==> src/rtl/multicycle_pkg.sv <==
// Shared encodings for the multicycle MIPS control FSM: state codes,
// opcode constants, datapath mux select codes and the control vector type.
package multicycle_pkg;

    typedef enum logic [3:0] {
        S_FETCH   = 4'd0,
        S_DECODE  = 4'd1,
        S_MEMADR  = 4'd2,
        S_MEMRD   = 4'd3,
        S_MEMWB   = 4'd4,
        S_MEMWR   = 4'd5,
        S_EXEC    = 4'd6,
        S_RTYPEWB = 4'd7,
        S_BRANCH  = 4'd8,
        S_JUMP    = 4'd9
    } state_t;

    localparam logic [5:0] OP_RTYPE = 6'b000000;
    localparam logic [5:0] OP_LW    = 6'b100011;
    localparam logic [5:0] OP_SW    = 6'b101011;
    localparam logic [5:0] OP_BEQ   = 6'b000100;
    localparam logic [5:0] OP_J     = 6'b000010;

    localparam logic [1:0] SRCB_B       = 2'b00;
    localparam logic [1:0] SRCB_FOUR    = 2'b01;
    localparam logic [1:0] SRCB_SEXT    = 2'b10;
    localparam logic [1:0] SRCB_SEXT_SH = 2'b11;

    localparam logic [1:0] ALUOP_ADD   = 2'b00;
    localparam logic [1:0] ALUOP_SUB   = 2'b01;
    localparam logic [1:0] ALUOP_FUNCT = 2'b10;

    localparam logic [1:0] PCSRC_ALU    = 2'b00;
    localparam logic [1:0] PCSRC_ALUOUT = 2'b01;
    localparam logic [1:0] PCSRC_JUMP   = 2'b10;

    // Every select and enable the datapath needs, in one bundle.
    typedef struct packed {
        logic       pc_write;
        logic       pc_write_cond;
        logic       ior_d;
        logic       mem_read;
        logic       mem_write;
        logic       ir_write;
        logic       mem_to_reg;
        logic       reg_dst;
        logic       reg_write;
        logic       alu_src_a;
        logic [1:0] alu_src_b;
        logic [1:0] alu_op;
        logic [1:0] pc_source;
    } ctrl_t;

    localparam ctrl_t CTRL_IDLE = ctrl_t'(16'h0000);

    // Loads and stores share the address-computation state.
    function automatic logic op_is_mem(input logic [5:0] op);
        logic hit_s;
        if ((op == OP_LW) || (op == OP_SW)) begin
            hit_s = 1'b1;
        end else begin
            hit_s = 1'b0;
        end
        return hit_s;
    endfunction

endpackage

==> src/rtl/multicycle_control_if.sv <==
// Control bundle between the multicycle FSM (master) and the datapath (slave).
interface multicycle_control_if;

    logic [5:0] Op;
    logic       MemReady;
    logic       PCWrite;
    logic       PCWriteCond;
    logic       IorD;
    logic       MemRead;
    logic       MemWrite;
    logic       IRWrite;
    logic       MemtoReg;
    logic       RegDst;
    logic       RegWrite;
    logic       ALUSrcA;
    logic [1:0] ALUSrcB;
    logic [1:0] ALUOp;
    logic [1:0] PCSource;
    logic [3:0] State;

    modport master (
        input  Op, MemReady,
        output PCWrite, PCWriteCond, IorD, MemRead, MemWrite, IRWrite,
               MemtoReg, RegDst, RegWrite, ALUSrcA, ALUSrcB, ALUOp,
               PCSource, State
    );

    modport slave (
        output Op, MemReady,
        input  PCWrite, PCWriteCond, IorD, MemRead, MemWrite, IRWrite,
               MemtoReg, RegDst, RegWrite, ALUSrcA, ALUSrcB, ALUOp,
               PCSource, State
    );

endinterface

==> src/rtl/multicycle_decode.sv <==
// Purely combinational Moore decode: state (plus MemReady in FETCH) to
// the full control vector. Unused state codes decode to all-zero.
module multicycle_decode
    import multicycle_pkg::*;
(
    input  logic [3:0] state,
    input  logic       mem_ready,
    output ctrl_t      ctrl
);

    // Per-state control row; anything not set stays at zero.
    always_comb begin
        ctrl = CTRL_IDLE;
        case (state)
            S_FETCH: begin
                ctrl.mem_read  = 1'b1;
                ctrl.alu_src_b = SRCB_FOUR;
                // Qualified so a stalled fetch loads IR and bumps PC only once.
                ctrl.ir_write  = mem_ready;
                ctrl.pc_write  = mem_ready;
            end
            S_DECODE: begin
                ctrl.alu_src_b = SRCB_SEXT_SH;
            end
            S_MEMADR: begin
                ctrl.alu_src_a = 1'b1;
                ctrl.alu_src_b = SRCB_SEXT;
            end
            S_MEMRD: begin
                ctrl.mem_read = 1'b1;
                ctrl.ior_d    = 1'b1;
            end
            S_MEMWB: begin
                ctrl.reg_write  = 1'b1;
                ctrl.mem_to_reg = 1'b1;
            end
            S_MEMWR: begin
                ctrl.mem_write = 1'b1;
                ctrl.ior_d     = 1'b1;
            end
            S_EXEC: begin
                ctrl.alu_src_a = 1'b1;
                ctrl.alu_op    = ALUOP_FUNCT;
            end
            S_RTYPEWB: begin
                ctrl.reg_write = 1'b1;
                ctrl.reg_dst   = 1'b1;
            end
            S_BRANCH: begin
                ctrl.alu_src_a     = 1'b1;
                ctrl.alu_op        = ALUOP_SUB;
                ctrl.pc_write_cond = 1'b1;
                ctrl.pc_source     = PCSRC_ALUOUT;
            end
            S_JUMP: begin
                ctrl.pc_write  = 1'b1;
                ctrl.pc_source = PCSRC_JUMP;
            end
            default: begin
                ctrl = CTRL_IDLE;
            end
        endcase
    end

endmodule

==> src/rtl/multicycle_control.sv <==
// Multicycle MIPS control FSM: state register and next-state logic, with
// the per-state control decode in multicycle_decode. Outputs are held at
// zero combinationally while reset is asserted.
module multicycle_control
    import multicycle_pkg::*;
(
    input  logic                        clk,
    input  logic                        rst_n,
    multicycle_control_if.master        bus
);

    state_t state_r;
    state_t state_nxt_s;
    ctrl_t  ctrl_dec_s;
    ctrl_t  ctrl_out_s;

    // State register; reset returns to FETCH at once, mid-instruction or not.
    always_ff @(posedge clk or negedge rst_n) begin
        if (!rst_n) begin
            state_r <= S_FETCH;
        end else begin
            state_r <= state_nxt_s;
        end
    end

    // Next-state selection; Op is only consulted in DECODE and MEMADR.
    always_comb begin
        state_nxt_s = S_FETCH;
        case (state_r)
            S_FETCH: begin
                if (bus.MemReady) begin
                    state_nxt_s = S_DECODE;
                end else begin
                    state_nxt_s = S_FETCH;
                end
            end
            S_DECODE: begin
                if (bus.Op == OP_RTYPE) begin
                    state_nxt_s = S_EXEC;
                end else if (op_is_mem(bus.Op)) begin
                    state_nxt_s = S_MEMADR;
                end else if (bus.Op == OP_BEQ) begin
                    state_nxt_s = S_BRANCH;
                end else if (bus.Op == OP_J) begin
                    state_nxt_s = S_JUMP;
                end else begin
                    // Unknown opcode: abandon the instruction without writes.
                    state_nxt_s = S_FETCH;
                end
            end
            S_MEMADR: begin
                if (bus.Op == OP_LW) begin
                    state_nxt_s = S_MEMRD;
                end else if (bus.Op == OP_SW) begin
                    state_nxt_s = S_MEMWR;
                end else begin
                    state_nxt_s = S_FETCH;
                end
            end
            S_MEMRD: begin
                if (bus.MemReady) begin
                    state_nxt_s = S_MEMWB;
                end else begin
                    state_nxt_s = S_MEMRD;
                end
            end
            S_MEMWR: begin
                if (bus.MemReady) begin
                    state_nxt_s = S_FETCH;
                end else begin
                    state_nxt_s = S_MEMWR;
                end
            end
            S_EXEC: begin
                state_nxt_s = S_RTYPEWB;
            end
            S_MEMWB, S_RTYPEWB, S_BRANCH, S_JUMP: begin
                state_nxt_s = S_FETCH;
            end
            default: begin
                // Unused codes recover to FETCH on the next edge.
                state_nxt_s = S_FETCH;
            end
        endcase
    end

    multicycle_decode u_decode (
        .state     (state_r),
        .mem_ready (bus.MemReady),
        .ctrl      (ctrl_dec_s)
    );

    // Force every control output low while reset is held.
    always_comb begin
        if (!rst_n) begin
            ctrl_out_s = CTRL_IDLE;
        end else begin
            ctrl_out_s = ctrl_dec_s;
        end
    end

    assign bus.PCWrite     = ctrl_out_s.pc_write;
    assign bus.PCWriteCond = ctrl_out_s.pc_write_cond;
    assign bus.IorD        = ctrl_out_s.ior_d;
    assign bus.MemRead     = ctrl_out_s.mem_read;
    assign bus.MemWrite    = ctrl_out_s.mem_write;
    assign bus.IRWrite     = ctrl_out_s.ir_write;
    assign bus.MemtoReg    = ctrl_out_s.mem_to_reg;
    assign bus.RegDst      = ctrl_out_s.reg_dst;
    assign bus.RegWrite    = ctrl_out_s.reg_write;
    assign bus.ALUSrcA     = ctrl_out_s.alu_src_a;
    assign bus.ALUSrcB     = ctrl_out_s.alu_src_b;
    assign bus.ALUOp       = ctrl_out_s.alu_op;
    assign bus.PCSource    = ctrl_out_s.pc_source;
    assign bus.State       = state_r;

endmodule
==> src/flat_wrapper.sv <==
// flat-port wrapper written by rule: the top's interface ports become plain ports
module multicycle_control_flat import multicycle_pkg::*;
  (clk, rst_n, bus_Op, bus_MemReady, bus_PCWrite, bus_PCWriteCond, bus_IorD, bus_MemRead, bus_MemWrite, bus_IRWrite, bus_MemtoReg, bus_RegDst, bus_RegWrite, bus_ALUSrcA, bus_ALUSrcB, bus_ALUOp, bus_PCSource, bus_State);
  multicycle_control_if bus_i ();
  input  logic clk;
  input  logic rst_n;
  input wire logic [$bits(bus_i.Op)-1:0] bus_Op;
  input wire logic [$bits(bus_i.MemReady)-1:0] bus_MemReady;
  output wire logic [$bits(bus_i.PCWrite)-1:0] bus_PCWrite;
  output wire logic [$bits(bus_i.PCWriteCond)-1:0] bus_PCWriteCond;
  output wire logic [$bits(bus_i.IorD)-1:0] bus_IorD;
  output wire logic [$bits(bus_i.MemRead)-1:0] bus_MemRead;
  output wire logic [$bits(bus_i.MemWrite)-1:0] bus_MemWrite;
  output wire logic [$bits(bus_i.IRWrite)-1:0] bus_IRWrite;
  output wire logic [$bits(bus_i.MemtoReg)-1:0] bus_MemtoReg;
  output wire logic [$bits(bus_i.RegDst)-1:0] bus_RegDst;
  output wire logic [$bits(bus_i.RegWrite)-1:0] bus_RegWrite;
  output wire logic [$bits(bus_i.ALUSrcA)-1:0] bus_ALUSrcA;
  output wire logic [$bits(bus_i.ALUSrcB)-1:0] bus_ALUSrcB;
  output wire logic [$bits(bus_i.ALUOp)-1:0] bus_ALUOp;
  output wire logic [$bits(bus_i.PCSource)-1:0] bus_PCSource;
  output wire logic [$bits(bus_i.State)-1:0] bus_State;
  assign bus_i.Op = bus_Op;
  assign bus_i.MemReady = bus_MemReady;
  assign bus_PCWrite = bus_i.PCWrite;
  assign bus_PCWriteCond = bus_i.PCWriteCond;
  assign bus_IorD = bus_i.IorD;
  assign bus_MemRead = bus_i.MemRead;
  assign bus_MemWrite = bus_i.MemWrite;
  assign bus_IRWrite = bus_i.IRWrite;
  assign bus_MemtoReg = bus_i.MemtoReg;
  assign bus_RegDst = bus_i.RegDst;
  assign bus_RegWrite = bus_i.RegWrite;
  assign bus_ALUSrcA = bus_i.ALUSrcA;
  assign bus_ALUSrcB = bus_i.ALUSrcB;
  assign bus_ALUOp = bus_i.ALUOp;
  assign bus_PCSource = bus_i.PCSource;
  assign bus_State = bus_i.State;
  multicycle_control u_core (.clk(clk), .rst_n(rst_n), .bus(bus_i));
endmodule
==> config.mk <==
export PLATFORM = sky130hd
export DESIGN_NAME = multicycle_control_flat
export DESIGN_NICKNAME = d
export VERILOG_FILES = /design/src/rtl/multicycle_pkg.sv /design/src/rtl/multicycle_control_if.sv /design/src/rtl/multicycle_decode.sv /design/src/rtl/multicycle_control.sv /design/src/flat_wrapper.sv
export SDC_FILE = /design/constraint.sdc
export NUM_CORES = 1
export LEC_CHECK = 0
export CORE_AREA = 5 5 42 44
export CTS_CLUSTER_DIAMETER = 80
export DETAILED_ROUTE_END_ITERATION = 8
export DIE_AREA = 0 0 47 49
export PLACE_DENSITY = 0.92
export SLEW_MARGIN = 20
export SYNTH_ARGS = -nofsm -noshare
export SYNTH_HDL_FRONTEND = slang
export SYNTH_SLANG_ARGS = --single-unit
==> constraint.sdc <==
create_clock -name clk -period 5 [get_ports clk]
set_clock_uncertainty 0.15 [all_clocks]
set_input_delay 1.5 -clock clk [delete_from_list [all_inputs] [get_ports clk]]
set_output_delay 1.5 -clock clk [all_outputs]
set_load 0.005 [all_outputs]
======== After elaboration in Yosys (flattened, before gate mapping) ========
Cells that the tools add are included.
storage, ports and cells
  register bits ........................... 4
  input port bits ......................... 9
  output and inout bits ................... 20
  logic and storage cells ................. 48
operators by class
  equality and inequality tests ........... 13
  muxes and demuxes ....................... 27
  reductions and logical operators ........ 7
operators with widths
  kind                                                  count
  one-hot mux 4 bit (6 select lines)                    1
  two-way mux 4 bit                                     5
  equality test 4 x 3 -> 1 bit (second input constant)  4
  two-way mux 16 bit                                    1
  two-way mux 1 bit                                     13
  equality test 6 bit (second input constant)           2
  two-way mux 3 bit                                     3
  equality test 4 x 2 -> 1 bit (second input constant)  2
  equality test 4 bit (second input constant)           2
  one-hot mux 2 bit (2 select lines)                    2
  equality test 6 x 2 -> 1 bit (second input constant)  1
  equality test 6 x 3 -> 1 bit (second input constant)  1
  logical NOT 6 bit                                     1
  one-hot mux 2 bit (3 select lines)                    1
  OR reduction 2 bit                                    3
  equality test 4 x 1 -> 1 bit (second input constant)  1
  logical NOT 4 bit                                     1
  OR reduction 3 bit                                    1
  one-hot mux 1 bit (2 select lines)                    1
  logical OR 1 bit                                      1

======== Longest topological paths before layout ========
Gate-level depths: netlist (run 1).
  word-level depth ........................ 8
  gate-level depth with buffers ........... 5
  depth with buffers taken out ............ 3

======== By module ========
A second synthesis (run 1) with hierarchy kept.
unflattened totals
  cell total of the unflattened synthesis .. 85
  area, all modules ....................... 643.1 um^2
by module, submodules not included
  module              instances  cells an instance  area each (um^2)  seq. area each (um^2)
  multicycle_control  1          56                 439.2             100.1
  multicycle_decode   1          29                 203.9             0.0

======== Worst setup path after synthesis (run 1) ========
OpenSTA, ideal clock, no wires.
  path type ............................... input to output
  start ................................... input port rst_n
  end ..................................... output port bus_PCSource[0]
  arrival time ............................ 2227 ps
  data required time ...................... 3350 ps
  slack ................................... 1123 ps
  stages on the path ...................... 3
  path buffers ............................ 1
  path through ............................ nand2b_1 nor4b_1 buf_4
on the way
  word-level cells in the longest chain between the ends .. 1
RTL lines
  item                line                      RTL
  from (decl)         flat_wrapper.sv:6         input logic rst_n;
  two-way mux 16 bit  multicycle_control.sv:95  if (!rst_n) begin
  to (decl)           flat_wrapper.sv:21        output wire logic [$bits(bus_i.PCSource)-1:0] bus_PCSource;
No other way between the ends.

======== Worst setup path after layout (run 1) ========
  start ................................... input port rst_n
  end ..................................... output port bus_PCWriteCond
on the way
  word-level cells in the longest chain between the ends .. 1
RTL lines
  item                line                      RTL
  two-way mux 16 bit  multicycle_control.sv:95
  to (decl)           flat_wrapper.sv:10        output wire logic [$bits(bus_i.PCWriteCond)-1:0] bus_PCWriteCond;
No other way between the ends.

==> results.txt, run 1 <==
routed wire length -> 1.42 mm
cts bufs inserted -> 3
Final Instance Area -> 812 sq um
Finish-stage setup viols -> 0
Top FF cell, synth -> dfrtp_1
WP buf/inv -> 2
Crit Path Class -> in2out
Worst setup SP type -> input pin
Fillers -> 134
flops & latches, synth -> 4
total of max-cap violations -> 0
CP arrival -> 3.14 ns
pre-CTS setup slack -> 0.193 ns
most frequent cells in the layout -> clkdlybuf4s50_1, nor3_1, nand2b_1
maximum vdd drop -> 130 uV
most common cell after layout, fill and taps aside -> clkdlybuf4s50_1
FFs w/ async S/R, synth -> 100%
biggest area consumer among synthesized cells -> dfrtp_1
Clk pin slew, worst setup/hold paths -> 0.04 ns
share of layout cells above drive strength 1 -> 7.61%
Final Non-Filler Cells -> 108
die width -> 47 microns
IO Port Bufs -> 28
Die H -> 49 microns
Setup crit end kind -> output pin
most used cell, CP -> clkdlybuf4s50_1
data required time of the worst path -> 3.35 ns
GR Overflow Total -> 0
Layout Utilization -> 57.9%
vias in the first global route -> 540
CTS root buf -> clkbuf_4
postcts setup bufs -> 0
Area Growth Syn to Fin -> 56.8%
Post-DP Area -> 790 sq um
Final Hold Vio Count -> 0
Vias -> 605
crit path time final -> 4.79 ns
Final GP Congestion -> 0.905
synth warn -> 0
initial antenna violation count -> 0
floorplan core area -> 0.00140 sq mm
Slew Limit Fails -> 0
post-cts sizing count -> 0
Bufs on Longest Clock Path -> 2
Critical Path Fanout Max -> 6
CP max-delay cell -> clkdlybuf4s50_1
Post-Synthesis Cells -> 67
Iter 0 DRT Violations -> 9
# hold bufs at CTS -> 0
CTS tree -> built
sequential area share after synthesis -> 19.3%
Final Cycle Share -> 95.8%
Worst Tran Pin Value -> 0.614 ns
total leakage power -> 0.303 nW
drt drc -> 0
worst hold path type -> reg2reg
All-Layer GR Usage -> 13.7%
# nets final -> 103
max incr delay on CP -> 0.58 ns
first-pass GRT wire length -> 2.42 mm
Initial Util -> 37.0%
Mean Syn Cell Area -> 7.73 sq um
Critical Path, Cell by Cell -> clkdlybuf4s50_1, nand2b_1, nor4b_1, clkdlybuf4s50_1
Inserted Diodes -> 0
Slew headroom -> 59.1%
first drt pass iteration count -> 4
RSZ-0062 raised after global routing -> no
max reg flops -> 4
post-synth top area share -> 19.3%
Netlist cell types -> 32
Fin Setup TNS -> 0 ns
die area -> 0.00230 sq mm
EDFF count, synth -> 0
pin count of the biggest net entering global routing -> 23
Max H-tree Level -> 1
dpl cells -> 105
WL/cell -> 13.2 microns
dpl hpwl -> 1.08 mm
Fmax -> 0.209 GHz
CP top delay family -> buffers and inverters
syn_nets -> 76
status -> finished clean
antenna-violating nets left -> 0
final worst slack -> 0.208 ns
clk sink count -> 4
Synth area leaders -> dfrtp_1, nand2b_1, nor4b_1
IO Pins -> 29
P per Cell Area -> 139 mW/mm^2
Row Count -> 14
synthesized area -> 518 sq um
worst skew pair latency -> 0.23 ns
routed vias/inst -> 5.60
-- cells in the mapped netlist (2+ instances only) --
cell type	number
a21oi_1	3
a31oi_1	2
and4b_1	2
buf_2	5
dfrtp_1	4
inv_1	3
nand2_1	4
nand2b_1	5
nor2_1	4
nor3_1	5
nor3b_1	3
nor4_1	3
nor4b_1	3
or3b_1	2
xor2_1	2
-- routing by layer --
| metal | track usage [%] | vias up | part of all wire [%] |
|---|---|---|---|
| met4 | 5.99 | 0 | 0 |
| met2 | 19.7 | 29 | 45 |
| met3 | 3.32 | 0 | 12 |
| li1 | - | 305 | - |
| met5 | 0 | - | 0 |
| met1 | 18.8 | 271 | 44 |
-- layout make-up --
class	instances	area [sq um]	area share [%]
Inverter	3	11.3	1.39
Multi-Input combinational cell	53	370	45.6
Clock buffer	3	22.5	2.77
Timing Repair Buffer	29	288	35.4
Sequential cell	4	100	12.3
Tap cell	16	20.0	2.47
-- stage by stage --
stage	power, mW	hold slack [ns]
finish	0.113	0.694
global route	0.121	0.762
CTS	0.114	0.687
detailed placement	0.0750	0.685
global placement	0.0739	0.662
floorplan	0.0548	0.459
-- where the power goes --
group / internal, mW / switching (mW)
Sequential: 0.0336 / 0.00507
Combinational: 0.0216 / 0.0145
Clock: 0.0267 / 0.0115
Total: 0.0819 / 0.0311
-- logic make-up (layout without fill, tap and decap cells) --
| logic type | count (synthesis) | count (layout) | synth area share [%] |
|---|---|---|---|
| compound gates | 10 | 10 | 14.7 |
| xor+xnor | 3 | 3 | 5.07 |
| buf+inv | 10 | 35 | 9.18 |
| flops | 4 | 4 | 19.3 |
| simple gates | 40 | 40 | 51.7 |
-- worst paths after layout --
path / from / end / slack [ns] / cells after the start
max: rst_n / bus_PCWriteCond / 0.21 / 4
min: u_core.bus.State[3] / u_core.bus.State[2] / 0.69 / 1
max reg2reg: u_core.bus.State[2] / u_core.bus.State[1] / 3.23 / 2
min reg2reg: u_core.bus.State[3] / u_core.bus.State[2] / 0.69 / 1
max in group asynchronous: rst_n / u_core.bus.State[3] / 3.12 / 2
min in group asynchronous: rst_n / u_core.bus.State[2] / 1.47 / 2
(Power assumes the default switching activity.)
==> run 2: changes to the inputs <==
clock period = 5.8 ns   (was 5 ns; I/O delays follow)
==> results.txt, run 2 (synthesis gave the netlist of run 1 again) <==
Clk pin slew, worst setup/hold paths -> 0.03 ns (was 0.04 ns)
reg2reg start -> u_core.bus.State[2] (unchanged)
GR Overflow Total -> 0 (unchanged)
vias in the first global route -> 565 (was 540)
Worst setup startpoint -> rst_n (unchanged)
Crit Path Class -> in2out (unchanged)
initial antenna violation count -> 0 (unchanged)
floorplan core area -> 0.00140 sq mm (unchanged)
Finish-stage setup viols -> 0 (unchanged)
total leakage power -> 0.303 nW (unchanged)
Row Count -> 14 (unchanged)
Setup crit end kind -> output pin (unchanged)
Power Total -> 0.0968 mW (was 0.113 mW)
data required time of the worst path -> 3.91 ns (was 3.35 ns)
max reg flops -> 4 (unchanged)
post-cts sizing count -> 0 (unchanged)
antenna-violating nets left -> 0 (unchanged)
WL/cell -> 13.1 microns (was 13.2 microns)
Area Growth Syn to Fin -> 56.8% (unchanged)
Worst Tran Pin Value -> 0.617 ns (was 0.614 ns)
Layout Utilization -> 57.9% (unchanged)
Hold Slack -> 0.682 ns (was 0.694 ns)
worst hold path type -> reg2reg (unchanged)
Final Cycle Share -> 89.9%
Initial Util -> 37.0% (unchanged)
RSZ-0062 raised after global routing -> no (unchanged)
Iter 0 DRT Violations -> 8 (was 9)
share of layout cells above drive strength 1 -> 7.61% (unchanged)
IO Pins -> 29 (unchanged)
die width -> 47 microns (unchanged)
Final GP Congestion -> 0.863 (was 0.905)
Slew Limit Fails -> 0 (unchanged)
Crit Reg-Reg Endpoint -> u_core.bus.State[1] (unchanged)
end of the critical path -> bus_PCWriteCond (unchanged)
CTS tree -> built (unchanged)
Post-DP Area -> 790 sq um (unchanged)
CP arrival -> 3.33 ns (was 3.14 ns)
Bufs on Longest Clock Path -> 2 (unchanged)
routed wire length -> 1.42 mm (about the same)
# hold bufs at CTS -> 0 (unchanged)
Critical Path Fanout Max -> 6 (unchanged)
Max H-tree Level -> 1 (unchanged)
dpl hpwl -> 1.06 mm (was 1.08 mm)
Fin Setup TNS -> 0 ns (unchanged)
most common cell after layout, fill and taps aside -> clkdlybuf4s50_1 (unchanged)
P per Cell Area -> 119 mW/mm^2 (was 139 mW/mm^2)
IO Port Bufs -> 28 (unchanged)
drt drc -> 0 (unchanged)
Die H -> 49 microns (unchanged)
total of max-cap violations -> 0 (unchanged)
Vias -> 610 (was 605)
most frequent cells in the layout -> clkdlybuf4s50_1, nor3_1, nand2b_1 (unchanged)
Slew headroom -> 58.9% (was 59.1%)
CTS root buf -> clkbuf_4 (unchanged)
worst skew pair latency -> 0.22 ns (was 0.23 ns)
Final Hold Vio Count -> 0 (unchanged)
pin count of the biggest net entering global routing -> 23 (unchanged)
R2R depth -> 2 (unchanged)
status -> finished clean (unchanged)
hold path cells -> 1 (unchanged)
maximum vdd drop -> 74.1 uV (was 130 uV)
postcts setup bufs -> 0 (unchanged)
r2r setup slk -> 4.01 ns (was 3.23 ns)
clk sink count -> 4 (unchanged)
routed vias/inst -> 5.65 (was 5.60)
All-Layer GR Usage -> 13.5% (was 13.7%)
crit path time final -> 5.22 ns
first drt pass iteration count -> 4 (unchanged)
die area -> 0.00230 sq mm (unchanged)
cts bufs inserted -> 3 (unchanged)
# nets final -> 103 (unchanged)
Worst setup SP type -> input pin (unchanged)
Final Instance Area -> 812 sq um (unchanged)
Inserted Diodes -> 0 (unchanged)
first-pass GRT wire length -> 2.42 mm (unchanged)
Fmax -> 0.192 GHz
Fillers -> 147 (was 134)
[run 2: cell counts in the layout (fill, tap and decap cells not counted)]
No cell type changed its count.
[run 2: per-layer routing]
metal | track usage, % | vias up | routed length, microns
met2 | 23.1 | 33 | 653
met1 | 16.1 | 275 | 627
met5 | 0 | - | 0
li1 | - | 302 | -
met3 | 3.32 | 0 | 136
met4 | 3.69 | 0 | 0
[run 2: where the power goes]
part | total (mW) | internal (mW) | switching (mW)
Combinational | 0.0310 | 0.0186 | 0.0124
Clock | 0.0322 | 0.0230 | 0.00921
Sequential | 0.0336 | 0.0290 | 0.00461
Total | 0.0968 | 0.0706 | 0.0262
[run 2: worst min path at each step]
stage / startpoint / to / slack [ns]
floorplan: u_core.bus.State[2] / u_core.bus.State[2] / 0.46
global placement: u_core.bus.State[3] / u_core.bus.State[2] / 0.64
detailed placement: u_core.bus.State[3] / u_core.bus.State[2] / 0.66
CTS: u_core.bus.State[3] / u_core.bus.State[2] / 0.67
global route: u_core.bus.State[3] / u_core.bus.State[2] / 0.75
finish: u_core.bus.State[3] / u_core.bus.State[2] / 0.68
[run 2: stage by stage]
step           setup slack [ns]  instances
5_1_grt                   0.377        108
4_1_cts                   0.564        108
6_report                  0.585        108
2_1_floorplan              1.44         67
3_5_place_dp              0.566        105
3_3_place_gp              0.551        105
[run 2: worst max-delay path, stage by stage]
cell and delay [ns]:
clkdlybuf4s50_1 0.48, nand2b_1 0.15, nor4b_1 0.39, clkdlybuf4s50_1 0.57
[run 2: layout make-up]
type | instances | area [sq um] | area share (%)
multi-input combinational | 53 | 370 | 45.6
timing repair buffer | 29 | 288 | 35.4
sequential | 4 | 100 | 12.3
clock buffer | 3 | 22.5 | 2.77
tap | 16 | 20.0 | 2.47
inverter | 3 | 11.3 | 1.39
